<file path="src/rtl/tsmf_route_pp.sv">
// Transport-stream packet router. A packet (tag word plus PKT_W words) is
// checked against a route table, then written out as a header word followed
// by the payload with a fixed two-cycle latency, into the lowest free bank.
// Rejected packets are counted; truncated packets abort with an error pulse.
module tsmf_route_pp #(
  parameter int  NCH   = 4,
  parameter int  PKT_W = 47,
  parameter int  NBANK = 2,
  localparam int BW    = $clog2(NBANK)
) (
  input  logic             clk_ts,
  input  logic             rst_ts_n,
  input  logic [31:0]      ts_din,
  input  logic             ts_din_en,
  input  logic [7:0]       cfg_din,
  input  logic             cfg_din_en,
  input  logic [NBANK-1:0] ram_full,
  output logic             ts_ram_wr,
  output logic [31:0]      ts_ram_wdata,
  output logic [BW-1:0]    ts_ram_bank,
  output logic             pkt_err,
  output logic [15:0]      drop_cnt
);

  typedef enum logic [1:0] {IDLE, CHECK, DATA, SKIP} state_t;
  typedef struct packed {
    logic       en;
    logic [3:0] ch;
  } route_t;

  localparam int            CW       = $clog2(PKT_W + 2);
  localparam logic [4:0]    NCH_L    = 5'(NCH);
  localparam logic [CW-1:0] LAST_IDX = CW'(PKT_W);
  localparam bit            ONE_WORD = (PKT_W == 1);

  state_t        r_state, w_next_state;
  route_t        r_stage  [15];
  route_t        r_shadow [16];
  route_t        r_active [16];
  logic          r_shadow_vld;
  logic [4:0]    r_cfg_cnt;
  logic [7:0]    r_seq    [16];
  logic [3:0]    r_tag_s;
  logic [31:0]   r_din_d;
  logic          r_en_d;
  logic [CW-1:0] r_cnt;
  logic          r_flush;
  logic [3:0]    r_ch;
  logic [BW-1:0] r_bank;
  logic          r_wr;
  logic [31:0]   r_wdata;
  logic          r_pkt_err;
  logic [15:0]   r_drop_cnt;

  route_t        w_cfg_route, w_route;
  logic          w_accept, w_last;
  logic [BW-1:0] w_free_bank;
  logic [31:0]   w_header;
  logic          w_tag_ld, w_hdr_ld, w_drop, w_trunc, w_data_ld, w_flush_set, w_wr_gate;
  logic          w_unused_cfg;

  // Route bits 6:4 are reserved and carry no meaning.
  assign w_unused_cfg = ^cfg_din[6:4];
  assign w_cfg_route  = route_t'({cfg_din[7], cfg_din[3:0]});
  assign w_route      = r_active[r_tag_s];
  assign w_accept     = (ts_din[31:24] == 8'h47) && w_route.en &&
                        ({1'b0, w_route.ch} < NCH_L) && !(&ram_full);
  assign w_last       = (r_cnt == LAST_IDX);
  assign w_header     = {8'hA5, 4'h0, w_route.ch, 8'h00, r_seq[w_route.ch]};

  // Lowest-index bank that can take a packet.
  always_comb begin
    // NOTE: every signal assigned in a combinational block gets a default
    // first, so no path leaves it unassigned and no latch is inferred.
    w_free_bank = '0;
    for (int b = NBANK - 1; b >= 0; b--) begin
      if (!ram_full[b]) w_free_bank = BW'(b);
    end
  end

  // FSM state register.
  always_ff @(posedge clk_ts or negedge rst_ts_n) begin
    // NOTE: clocked state uses non-blocking assignments so every register
    // samples pre-edge values regardless of statement order.
    if (!rst_ts_n) r_state <= IDLE;
    else           r_state <= w_next_state;
  end

  // FSM next-state logic; a tag is only taken on a rising edge of ts_din_en.
  always_comb begin
    w_next_state = r_state;
    unique case (r_state)
      IDLE:  if (ts_din_en && !r_en_d) w_next_state = CHECK;
      CHECK: if (!ts_din_en)           w_next_state = IDLE;
             else if (!w_accept)       w_next_state = SKIP;
             else                      w_next_state = ONE_WORD ? SKIP : DATA;
      DATA:  if (!ts_din_en)           w_next_state = IDLE;
             else if (w_last)          w_next_state = SKIP;
      SKIP:  if (!ts_din_en)           w_next_state = IDLE;
      default:                         w_next_state = IDLE;
    endcase
  end

  // FSM output decode driving the datapath.
  always_comb begin
    w_tag_ld    = (r_state == IDLE) && ts_din_en && !r_en_d;
    w_hdr_ld    = (r_state == CHECK) && ts_din_en && w_accept;
    w_drop      = (r_state == CHECK) && ts_din_en && !w_accept;
    w_trunc     = ((r_state == CHECK) || (r_state == DATA)) && !ts_din_en;
    w_data_ld   = (r_state == DATA) && ts_din_en;
    w_flush_set = (w_hdr_ld && ONE_WORD) || (w_data_ld && w_last);
    w_wr_gate   = (r_state == DATA) && !ts_din_en;
  end

  // Config capture: stage bytes 0..14, commit the full table on byte 15, and
  // promote shadow to active only between packets.
  always_ff @(posedge clk_ts or negedge rst_ts_n) begin
    if (!rst_ts_n) begin
      // NOTE: the route tables are small and their reset contents are visible
      // behaviour (all streams disabled), so they are reset like flops.
      for (int i = 0; i < 16; i++) begin
        r_shadow[i] <= '0;
        r_active[i] <= '0;
      end
      for (int i = 0; i < 15; i++) r_stage[i] <= '0;
      r_shadow_vld <= 1'b0;
      r_cfg_cnt    <= '0;
    end else begin
      if ((r_state == IDLE) && r_shadow_vld) begin
        r_active     <= r_shadow;
        r_shadow_vld <= 1'b0;
      end
      if (!cfg_din_en) begin
        r_cfg_cnt <= '0;
      end else if (r_cfg_cnt < 5'd16) begin
        r_cfg_cnt <= r_cfg_cnt + 5'd1;
        if (r_cfg_cnt == 5'd15) begin
          for (int i = 0; i < 15; i++) r_shadow[i] <= r_stage[i];
          r_shadow[15] <= w_cfg_route;
          r_shadow_vld <= 1'b1;
        end else begin
          r_stage[r_cfg_cnt[3:0]] <= w_cfg_route;
        end
      end
    end
  end

  // Packet datapath: tag capture, one-word delay line, write port, counters.
  always_ff @(posedge clk_ts or negedge rst_ts_n) begin
    if (!rst_ts_n) begin
      for (int i = 0; i < 16; i++) r_seq[i] <= '0;
      r_tag_s    <= '0;
      r_din_d    <= '0;
      r_en_d     <= 1'b1;  // forces a low cycle before the first tag
      r_cnt      <= '0;
      r_flush    <= 1'b0;
      r_ch       <= '0;
      r_bank     <= '0;
      r_wr       <= 1'b0;
      r_wdata    <= '0;
      r_pkt_err  <= 1'b0;
      r_drop_cnt <= '0;
    end else begin
      r_en_d    <= ts_din_en;
      r_din_d   <= ts_din;
      r_wr      <= w_hdr_ld || w_data_ld || r_flush;
      r_flush   <= w_flush_set;
      r_pkt_err <= w_trunc;
      if (w_tag_ld) r_tag_s <= ts_din[3:0];
      if (w_hdr_ld) begin
        r_wdata <= w_header;
        r_ch    <= w_route.ch;
        r_bank  <= w_free_bank;
        r_cnt   <= CW'(2);
      end else if (w_data_ld || r_flush) begin
        r_wdata <= r_din_d;
      end
      if (w_data_ld) r_cnt <= r_cnt + CW'(1);
      if (r_flush) r_seq[r_ch] <= r_seq[r_ch] + 8'd1;
      if (w_drop && (r_drop_cnt != 16'hFFFF)) r_drop_cnt <= r_drop_cnt + 16'd1;
    end
  end

  // A write already registered for the cycle ts_din_en falls is withheld.
  assign ts_ram_wr    = r_wr && !w_wr_gate;
  assign ts_ram_wdata = r_wdata;
  assign ts_ram_bank  = r_bank;
  assign pkt_err      = r_pkt_err;
  assign drop_cnt     = r_drop_cnt;

endmodule

</file>
<file path="config.mk">
export PLATFORM = sky130hd
export DESIGN_NAME = tsmf_route_pp
export DESIGN_NICKNAME = d
export VERILOG_FILES = /design/src/rtl/tsmf_route_pp.sv
export SDC_FILE = /design/constraint.sdc
export NUM_CORES = 1
export LEC_CHECK = 0
export CORE_MARGIN = 5
export CORE_UTILIZATION = 47
export CTS_BUF_LIST = sky130_fd_sc_hd__clkbuf_4 sky130_fd_sc_hd__clkbuf_8 sky130_fd_sc_hd__clkbuf_16
export DETAILED_ROUTE_END_ITERATION = 7
export GPL_TIMING_DRIVEN = 1
export PLACE_DENSITY_LB_ADDON = 0.08
export SLEW_MARGIN = 20
export SYNTH_ARGS = -nofsm -noshare
export SYNTH_HDL_FRONTEND = slang
export SYNTH_SLANG_ARGS = --single-unit
export TNS_END_PERCENT = 1
</file>
<file path="constraint.sdc">
create_clock -name clk_ts -period 2.9 [get_ports clk_ts]
set_input_delay 0.29 -clock clk_ts [delete_from_list [all_inputs] [get_ports clk_ts]]
set_output_delay 0.29 -clock clk_ts [all_outputs]
set_load 0.05 [all_outputs]
</file>
==> impl_results.md, run 1 <==
* Outcome: finished, final reports clean
* Largest family of logic cells by synthesized area: multiplexers
* Clk buf depth at 3
* Worst Path Arrival at approximately 3200 ps
* Avg Cell Area, Syn at roughly 14 um2
* CTS buffer count at about 50
* Cell variety after synth at 54
* Maximum clock rate at 0.370 GHz
* Post-CTS setup buffers at 0
* Mux contribution to synthesized area at about a quarter
* Critical path class: flip-flop to flip-flop
* Worst Hold Class: input pin to flip-flop
* Drt first pass iters at 7
* R2R depth at 5
* CTS sink count at 470
* Global-route wire length before repair at 69500 um
* Die Y at 214 um
* Min-Delay Endpoint: r_din_d[18]$_DFF_PN0_
* RSZ-0062 raised after global routing: false
* P_leak at approximately 11 nW
* Number of max-cap violations at 0
* Post-synth ARST share at 100%
* Number of global-route vias before repair at 12200
* Starting Density at a little under half
* Setup_tns at 0 ps
* Layout fillers at roughly 3400
* PD cells at between 700 and 800 nW/um2
* Internal Power at roughly 12 mW
* R2r setup slk at roughly 200 ps
* Synth top area cells: dfrtp_1 (60%), mux2_2 (17%), mux4_2 (5.1%)
* Core box area at 40900 um2
* Clock share of power at between 30% and 40%
* Synth Area in XOR/XNOR at 1.15%
* Setup crit start kind: flip-flop
* Fraction of layout cells with a size suffix above 1 at about 32%
* Total gr overflow at 0
* Min Tclk post-route at 2700 ps
* Routed len/inst at approximately 20 um
* Initial antenna violation count at 0
* H-tree levels at 2
* DR DRC count at 0
* Top FF cell, synth: dfrtp_1
* Synthesized net count at 1477
* DR vias/cell at between 5 and 6
* Antenna Nets Post-Route at 0
* Root Driver: clkbuf_16
* Worst reg2reg startpoint: r_tag_s[0]$_DFFE_PN0P_
* Syn. warnings at 0
* Reg clk slew, reported paths at about 60 ps
* Worst skew pair latency at about 590 ps
* Crit share post-route at roughly 93%
* Overall Global Routing Usage at between 10% and 20%
* Slew HR at a little over two fifths
* Drt total wl at 42200 um
* Largest net degree at the start of global routing at 83
* Worst Skew at ~11 ps
* Hold depth at 1
* VDD IR max at between 0.4 and 0.5 mV
* Post-synthesis adder-cell area fraction at less than 1%
* RePlAce Congestion at around 0.78
* Syn Inst Count at roughly 1400
* Critical Path RT at about 3400 ps
* Antenna Cells at 0
* Register area share after synthesis at approximately 60%
* Flop pwr share at between 40% and 50%
* Switching Fraction at approximately 28%
* NetSw at ~4.8 mW
* Crit Path Max Fanout at 17
* Synth Area in Simple Gates at ~6.9%
* Die area at about 46000 um2
* Top-area cell type share of the netlist area at 60.1%
* Origin of the worst min-delay path: ts_din[18]
* Layout Cells excl Fill at between 2000 and 2500
* Die X at around 210 um
* Post-Synthesis Cell Area at a little under 20000 um2
* Setup violations, final at 0
* FP Rows at 74
* Worst reg2reg endpoint: ts_ram_wdata[6]$_DFFE_PN0P_
* Combinational power share at approximately 17%
* Nets@finish at between 1500 and 2000
* Worst Tran Pin Value at 864 ps
* First-iteration detailed-routing DRC count at about 700
* Number of flops mapped to enable cells by yosys at 0
* HPWL after DPL at 27800 um
* Top Ports at 97
* TritonCTS clock tree: yes
* Seq cells post-synth at 470
* Placed cells at slightly above 2000
* Synthesis-to-finish area growth at 19.2%
* Via count at ~12000
* Final hold violations at 0
* Cell taking the most area after synthesis: dfrtp_1
* Number of max-slew violations in the final report at 0
* Compound-gate portion of the synthesized area at 4.63%
* Port buffer count at 93
* Critical path capture point type: flip-flop
==> power by group through the flow <==
stage	Clock (mW)	Combinational, mW	Sequential [mW]
5_1_grt	7.10	3.20	7.57
6_report	6.63	2.96	7.49
2_1_floorplan	0	1.04	8.38
3_5_place_dp	0	3.01	7.62
3_3_place_gp	0	2.97	7.59
4_1_cts	6.83	3.02	7.50
==> layout make-up <==
cell class	instances	area (um2)	share of cell area, %
clock buffers	77	1580	6.78
flip-flops and latches	470	11800	50.6
well taps	532	666	2.86
repair buffers	165	1700	7.33
clock inverters	16	179	0.769
multi-input cells	848	7310	31.4
inverters	15	56.3	0.242
==> worst max-delay path by stage <==
stage / depth (start not counted) / to / slack, ps / from
after floorplan: 10 / r_seq[94]$_DFFE_PN0P_ / 210 / r_ch[3]$_DFFE_PN0P_
after global placement: 9 / ts_ram_wdata[16]$_DFFE_PN0P_ / 100 / ts_din[26]
after detailed placement: 9 / ts_ram_wdata[16]$_DFFE_PN0P_ / 110 / ts_din[26]
after CTS: 9 / drop_cnt[8]$_DFFE_PN0P_ / 130 / r_tag_s[0]$_DFFE_PN0P_
after global routing: 9 / drop_cnt[14]$_DFFE_PN0P_ / 30 / r_tag_s[0]$_DFFE_PN0P_
final: 5 / ts_ram_wdata[6]$_DFFE_PN0P_ / 200 / r_tag_s[0]$_DFFE_PN0P_
==> cell usage after synthesis (6+ instances only) <==
library cell	number
xnor2_1	8
nand2_1	102
a21oi_1	87
nor3_1	15
nor2_1	87
buf_1	7
buf_6	9
o21ai_0	20
o21ai_1	6
buf_2	12
nor2b_1	9
clkbuf_1	53
dfrtp_1	469
xor2_1	14
ha_1	12
mux2_2	287
inv_1	15
mux2i_1	27
nor4_1	7
nand2b_1	8
a22oi_1	10
a222oi_1	8
nand3_1	35
and2_1	8
mux4_2	44
==> per-layer routing <==
metal  global-route usage (%)  wire, um  share of wire (%)  vias to the layer above
met5                        0         0                  0                        -
met4                     4.89       943                2.2                        0
met3                     3.50      1690                4.0                       64
met2                     31.3     20300                 48                      178
met1                     27.2     19200                 46                     5956
li1                         -         -                  -                     5343
==> placed cells by master (no fill, tap or decap), drive strengths merged, types with 2 or more instances in the layout <==
cell type / netlist / layout
ha: 12 / 12
clkdlybuf4s50: 0 / 92
and3: 4 / 4
o21ai: 26 / 26
xor2: 15 / 15
xnor2: 9 / 9
dfrtp: 469 / 469
nor3b: 3 / 3
nand2: 102 / 102
nor3: 15 / 15
a31oi: 2 / 2
nand3: 35 / 35
clkbuf: 53 / 77
nor4bb: 2 / 2
a222oi: 8 / 8
nand2b: 8 / 8
nor4: 10 / 10
a22o: 3 / 3
nor2b: 9 / 9
clkinvlp: 0 / 2
mux2: 288 / 288
mux2i: 27 / 27
or3: 5 / 5
nand4: 4 / 4
nor2: 88 / 88
clkinv: 0 / 9
a21oi: 87 / 87
o32ai: 4 / 4
inv: 15 / 17
mux4: 49 / 49
a21boi: 3 / 3
buf: 33 / 72
o21a: 3 / 3
and2: 8 / 8
a22oi: 10 / 10
bufinv: 0 / 3
==> critical path, cell delays in order, from the launching register on <==
cell      delay, ps
dfrtp_1         390
buf_4           200
mux4_1          630
mux4_2          790
mux2i_1         210
a222oi_1        360
==> per-stage QoR <==
stage	power, mW	hold WS, ps	util, %	setup WS, ps	instance area [um2]
3_3_place_gp	10.6	329	52.5	98.3	21500
5_1_grt	17.9	122	56.8	25.6	23300
4_1_cts	17.4	108	56.8	127	23200
6_report	17.1	144	56.8	196	23300
3_5_place_dp	10.6	331	52.5	111	21500
2_1_floorplan	9.43	-5.59	-	206	19500
==> cells by family after synthesis <==
| logic type | Yosys count |
|---|---|
| flip-flops | 470 |
| multiplexers | 364 |
| AND/OR/NAND/NOR | 296 |
| AO/OA/AOI/OAI | 152 |
| buffers and inverters | 101 |
| XOR/XNOR | 24 |
| adder cells (fa/ha/maj) | 12 |
==> sequential cells by signal, summed over array words and instances (netlist names), 2 cells and up <==
| signal | flops |
|---|---|
| drop_cnt | 16 |
| r_active | 80 |
| r_cfg_cnt | 5 |
| r_ch | 4 |
| r_cnt | 6 |
| r_din_d | 32 |
| r_seq | 128 |
| r_shadow | 80 |
| r_stage | 75 |
| r_state | 2 |
| r_tag_s | 4 |
| ts_ram_wdata | 32 |
==> timing repair <==
action | CTS | global route
resized for setup | 0 | 2
setup endpoints to repair | 0 | 4
hold endpoints to repair | 63 | 0
hold buffers | 1 | 0
(Power assumes the default switching activity.)
==> run 2, diff against run 1 <==
--- a/config.mk
+++ b/config.mk
@@ -6,11 +6,12 @@
 export NUM_CORES = 1
 export LEC_CHECK = 0
 export CORE_MARGIN = 5
-export CORE_UTILIZATION = 47
+export CORE_UTILIZATION = 35
 export CTS_BUF_LIST = sky130_fd_sc_hd__clkbuf_4 sky130_fd_sc_hd__clkbuf_8 sky130_fd_sc_hd__clkbuf_16
 export DETAILED_ROUTE_END_ITERATION = 7
 export GPL_TIMING_DRIVEN = 1
 export PLACE_DENSITY_LB_ADDON = 0.08
+export SKIP_CTS_REPAIR_TIMING = 1
 export SLEW_MARGIN = 20
 export SYNTH_ARGS = -nofsm -noshare
 export SYNTH_HDL_FRONTEND = slang
==> impl_results.md, run 2 (synthesis gave the netlist of run 1 again) <==
* Starting Density at 35.4% (-12 points)
* Layout fillers at 5109 (+49%)
* RSZ-0062 raised after global routing: false
* P_leak at 11.1 nW (+0.18%)
* Top Ports at 97 (unchanged)
* M2 GR Usage at 24.5% (-6.8 points)
* Critical path capture point type: flip-flop
* Min Tclk post-route at 2770 ps (+62.9 ps)
* Reg clk slew, reported paths at 60 ps (about the same)
* Setup violations, final at 0 (unchanged)
* Setup crit start kind: flip-flop
* Clk buf depth at 3 (unchanged)
* Worst skew pair latency at 610 ps (+20 ps)
* Global-route wire length before repair at 73400 um (+5.7%)
* Number of global-route vias before repair at 12100 (-0.52%)
* R2R depth at 6 (+1)
* Crit path cell chain: buf_4 -> mux4_1 -> mux4_2 -> buf_12 -> mux2i_1 -> a222oi_1
* CTS sink count at 470 (unchanged)
* Crit Path Max Fanout at 17 (unchanged)
* Number of max-slew violations in the final report at 0 (unchanged)
* Antenna Cells at 0 (unchanged)
* RePlAce Congestion at 0.744 (-4.1%)
* FP Rows at 86 (+16%)
* Synthesis-to-finish area growth at 20.4%
* Critical Path Max Stage Delay at 670 ps (-120 ps)
* DR vias/cell at 4.94 (-9.1%)
* Critical path class: flip-flop to flip-flop
* Slew HR at 34.5% (-7.7 points)
* Setup_tns at 0 ps (unchanged)
* Most flops, register: r_seq
* Internal Power at 12.2 mW (-0.33%)
* HPWL after DPL at 29200 um (+4.9%)
* First-iteration detailed-routing DRC count at 611 (-13%)
* Area of the multi-input gates at 7300 um2 (-0.14%)
* Total gr overflow at 0 (unchanged)
* Initial antenna violation count at 1 (+1)
* Die area at 60600 um2 (+33%)
* Port buffer count at 93 (unchanged)
* Drt first pass iters at 5 (-2)
* Worst Path Arrival at 3250 ps (+80 ps)
* Worst Hold Class: input pin to flip-flop
* Switching Fraction at 28.9% (+0.67 points)
* Number of max-cap violations at 0 (unchanged)
* Outcome: finished, final reports clean
* Slowest CP cell: mux4_1
* TritonCTS clock tree: yes
* Most Crowded Layer GR: met2
* H-tree levels at 2 (unchanged)
* Hold depth at 1 (unchanged)
* Core box area at 55200 um2 (+35%)
* Antenna Nets Post-Route at 0 (unchanged)
* Critical Path RT at 3390 ps (+20 ps)
* Worst reg2reg startpoint: r_tag_s[0]$_DFFE_PN0P_
* Final WS setup at 134 ps (-62.9 ps)
* Worst Skew at 24.4 ps (+13.3 ps)
* Clock share of power at 39.1% (+0.3 points)
* VDD IR max at 0.506 mV (+5.9%)
* Nets@finish at 1611 (+0.12%)
* Flop pwr share at 43.8% (about the same)
* Final hold violations at 0 (unchanged)
* PD cells at 731 nW/um2 (-0.46%)
* Met1 Usage GRT at 22.1% (-5.1 points)
* Maximum clock rate at 0.361 GHz (-2.3%)
* Fraction of layout cells with a size suffix above 1 at 32.5% (+0.17 points)
* Register area at 11800 um2 (about the same)
* R2r setup slk at 130 ps (-60 ps)
* Combinational power share at 17.1% (-0.2 points)
* Die X at 246 um (+15%)
* DR DRC count at 0 (unchanged)
* Worst Tran Pin Value at 979 ps (+115 ps)
* Routed len/inst at 19.4 um (-2.2%)
* Most common cell after layout, fill and taps aside: dfrtp_1
* CP startpoint: r_tag_s[0]$_DFFE_PN0P_
* Origin of the worst min-delay path: ts_din[19]
* Overall Global Routing Usage at 15.4% (-3.9 points)
* Largest net degree at the start of global routing at 83 (unchanged)
* NetSw at 4.97 mW (+3.0%)
* Pre-CTS worst setup slack at 105 ps (-5.54 ps)
* Commonest cells after routing, fill and taps aside: dfrtp_1 (467), mux2_2 (287), nand2_1 (101)
* Met3 Usage GRT at 2.50% (-1.0 points)
* Drt total wl at 45600 um (+8.0%)
* Worst reg2reg endpoint: ts_ram_wdata[4]$_DFFE_PN0P_
* Crit share post-route at 95.4% (+2.2 points)
* Largest register FFs at 128 (unchanged)
* Top flop regs: r_seq (128), r_active (80), r_shadow (80)
* CTS buffer count at 54 (+5.9%)
* Die Y at 246 um (+15%)
* Root Driver: clkbuf_16
* Via count at 11600 (+0.30%)
* Min-Delay Endpoint: r_din_d[19]$_DFF_PN0_
[run 2: changes by cell type in the layout (fill, tap and decap cells not counted), sizes merged]
cell / previous run / this run
clkbuf: 77 / 84
bufinv: 3 / 1
clkinv: 9 / 11
clkinvlp: 2 / 0
buf: 72 / 71
clkdlybuf4s50: 92 / 91
inv: 17 / 18
[run 2: worst max-delay path by stage]
stage                              endpoint  slack (ps)  cells past startpoint
3_5_place_dp    ts_ram_wdata[3]$_DFFE_PN0P_         110                      9
2_1_floorplan         r_seq[94]$_DFFE_PN0P_         210                     10
3_3_place_gp   ts_ram_wdata[16]$_DFFE_PN0P_         120                      9
5_1_grt         ts_ram_wdata[7]$_DFFE_PN0P_           4                      6
4_1_cts            drop_cnt[14]$_DFFE_PN0P_          80                      7
6_report        ts_ram_wdata[4]$_DFFE_PN0P_         130                      6
[run 2: worst max-delay path, delay by kind of cell (launching register included)]
| kind | cells | cell delay [ps] |
|---|---|---|
| muxes | 3 | 1340 |
| DFF | 1 | 480 |
| buffers and inverters | 2 | 480 |
| AOI/OAI and AO/OA | 1 | 350 |
[run 2: metal layers]
layer  wire length, um  part of all wire, %
met4               869                  1.9
met2             21400                   47
met3              1670                  3.7
met5                 0                    0
met1             21600                   47
[run 2: area by class of cell]
class | instances | area share, %
sequential | 470 | 50.0
multi-input combinational | 848 | 31.1
timing repair buffer | 164 | 7.07
clock buffer | 83 | 6.97
tap | 748 | 3.98
clock inverter | 15 | 0.628
inverter | 15 | 0.240
[run 2: power groups by stage]
stage / Clock, mW / Combinational, mW / Sequential (mW)
floorplan: 0 / 1.04 / 8.38
global placement: 0 / 2.95 / 7.64
detailed placement: 0 / 2.98 / 7.65
CTS: 7.01 / 2.98 / 7.54
global route: 7.25 / 3.15 / 7.61
finish: 6.73 / 2.93 / 7.53
[run 2: through the flow]
stage | hold WS [ps] | instances | total power, mW | instance area, um2 | util (%)
after floorplan | -5.59 | 1419 | 9.43 | 19500 | -
after global routing | 101 | 2343 | 18.0 | 23500 | 42.6
after CTS | -368 | 2338 | 17.5 | 23500 | 42.5
final | 122 | 2343 | 17.2 | 23500 | 42.6
after global placement | 302 | 2240 | 10.6 | 21700 | 39.2
after detailed placement | 295 | 2240 | 10.6 | 21700 | 39.2
==> patch (config.mk and constraints of run 2) <==
One comparison of `r_cnt` changes from == to >=.
--- a/src/rtl/tsmf_route_pp.sv
+++ b/src/rtl/tsmf_route_pp.sv
@@ -65,7 +65,7 @@
   assign w_route      = r_active[r_tag_s];
   assign w_accept     = (ts_din[31:24] == 8'h47) && w_route.en &&
                         ({1'b0, w_route.ch} < NCH_L) && !(&ram_full);
-  assign w_last       = (r_cnt == LAST_IDX);
+  assign w_last       = (r_cnt >= LAST_IDX);
   assign w_header     = {8'hA5, 4'h0, w_route.ch, 8'h00, r_seq[w_route.ch]};
 
   // Lowest-index bank that can take a packet.
Formal check against the unedited RTL: same outputs for any inputs over 4 cycles, from zero or initial values and one cycle with rst_ts_n low; that may be too few to reach the edited logic, so the function may still have changed.
==> patch against run 2 <==
  * Critical path type unchanged
  * Setup slack gained 52 ps
  * Largest cell class unchanged
  * Routed wire length rose by 4.6%
  * Final area is 2.7% higher
  * Total power is 0.99% lower
  * Non-clock buffer count up 16
  * Synthesized area rose by 3.0%
  * Critical path depth unchanged
  * Sequential cell count is the same
==> patch: results <==
[run_status]
outcome = complete, no violations

[pwr]
peakVddDrop_mv = 0.486
power.switching_mw = 4.91
p_leak_nw = 11.5

[logic_synthesis]
synth_nets = 1572
synth_cells = 1514
synthTopCellsByArea = dfrtp_1, mux2_2, mux4_2
ys_seq_area_share_pct = 58.5
synth_common_cells = dfrtp_1, mux2_2, nand2_1
postSynth.asyncResetShare_pct = 100
synth_cell_types = 52

[clock_tree]
cts_made_buffers = 52
cts-root-buf = clkbuf_16
cts_buffer_depth = 3

[drt]
vias_per_cell = 5.03
first_pass_iters = 4
routed_wl_mm = 47.7
drtIter0Drc = 610
vias = 12293

[finish]
clk_share_pct = 7.11
area_growth_pct = 20.0
nNonClkInverters = 15
antenna_cells = 0
num-multi-input-gates = 926
clkbuf_count = 72
layout-drive-gt1-share_pct = 31.4
multi_input_area_share_pct = 32.5
n_all_buffers = 180
layout.nonclk_buf_share_pct = 7.53
fillerInstances = 5290
regArea_um2 = 11800
final_nets = 1703

[critical_path]
path_max_fanout = 9
worstPathArrival_ps = 3180

[hold_path]
hp-class = input pin to flip-flop

[grt]
grt_util_met3_pct = 2.23
grt_pass1_wl_mm = 77.2
grt_pass1_vias = 13002
grtUsageMet2_pct = 25.3
antenna_found_initial = 0
grt_max_degree = 82
grt_usage_pct = 15.4
grt-ovfl-total = 0
use_met1_pct = 21.3

[placement]
dp_slack_ps = 167
dpl.hpwl_mm = 30.7
place_inst = 2346
gp_congestion = 0.765
port_buffers = 93
placed_area_um2 = 22400

[floorplanning]
tapCellCount = 756

[sta]
skew_ps = 25.9
max_slew_margin_pct = 39.9
==> patch: power by group through the flow <==
stage                     combinational [mW]  sequential [mW]  clock (mW)
final                                   2.98             7.47        6.57
after global placement                  3.01             7.57           0
after detailed placement                3.03             7.59           0
after CTS                               3.04             7.48        6.82
after global routing                    3.20             7.55        7.09
after floorplan                         1.04             8.34           0
==> patch: worst paths after layout <==
path                                         from                     endpoint  slack (ps)  cells past startpoint
min in group asynchronous                rst_ts_n        r_seq[60]$_DFFE_PN0P_         230                      2
min reg2reg                  r_seq[8]$_DFFE_PN0P_         r_seq[8]$_DFFE_PN0P_         480                      2
max in group asynchronous                rst_ts_n             r_en_d$_DFF_PN1_        1760                      3
min                                    ts_din[23]        r_din_d[23]$_DFF_PN0_         140                      1
max                        r_tag_s[0]$_DFFE_PN0P_  ts_ram_wdata[6]$_DFFE_PN0P_         190                      6
max reg2reg                r_tag_s[0]$_DFFE_PN0P_  ts_ram_wdata[6]$_DFFE_PN0P_         190                      6
==> patch: kinds of logic after synthesis <==
group           share of synthesized area (%)
simple gates                             8.44
buf+inv                                  2.69
mux                                      22.8
flops                                    58.5
compound gates                           5.87
fa+ha+maj                               0.747
xor+xnor                                0.995
==> patch: worst max-delay path, cell delays in order (launching register included) <==
cell and delay (ps):
dfrtp_1 390, buf_4 250, mux4_2 570, mux4_2 680, mux4_2 530, nand2_1 100
o21ai_1 60
==> patch: metal layers <==
layer  up-vias  wire (µm)
met5         -          0
met4         0       1120
met3        67       1300
met2       164      23100
met1      6305      22100
li1       5757          -
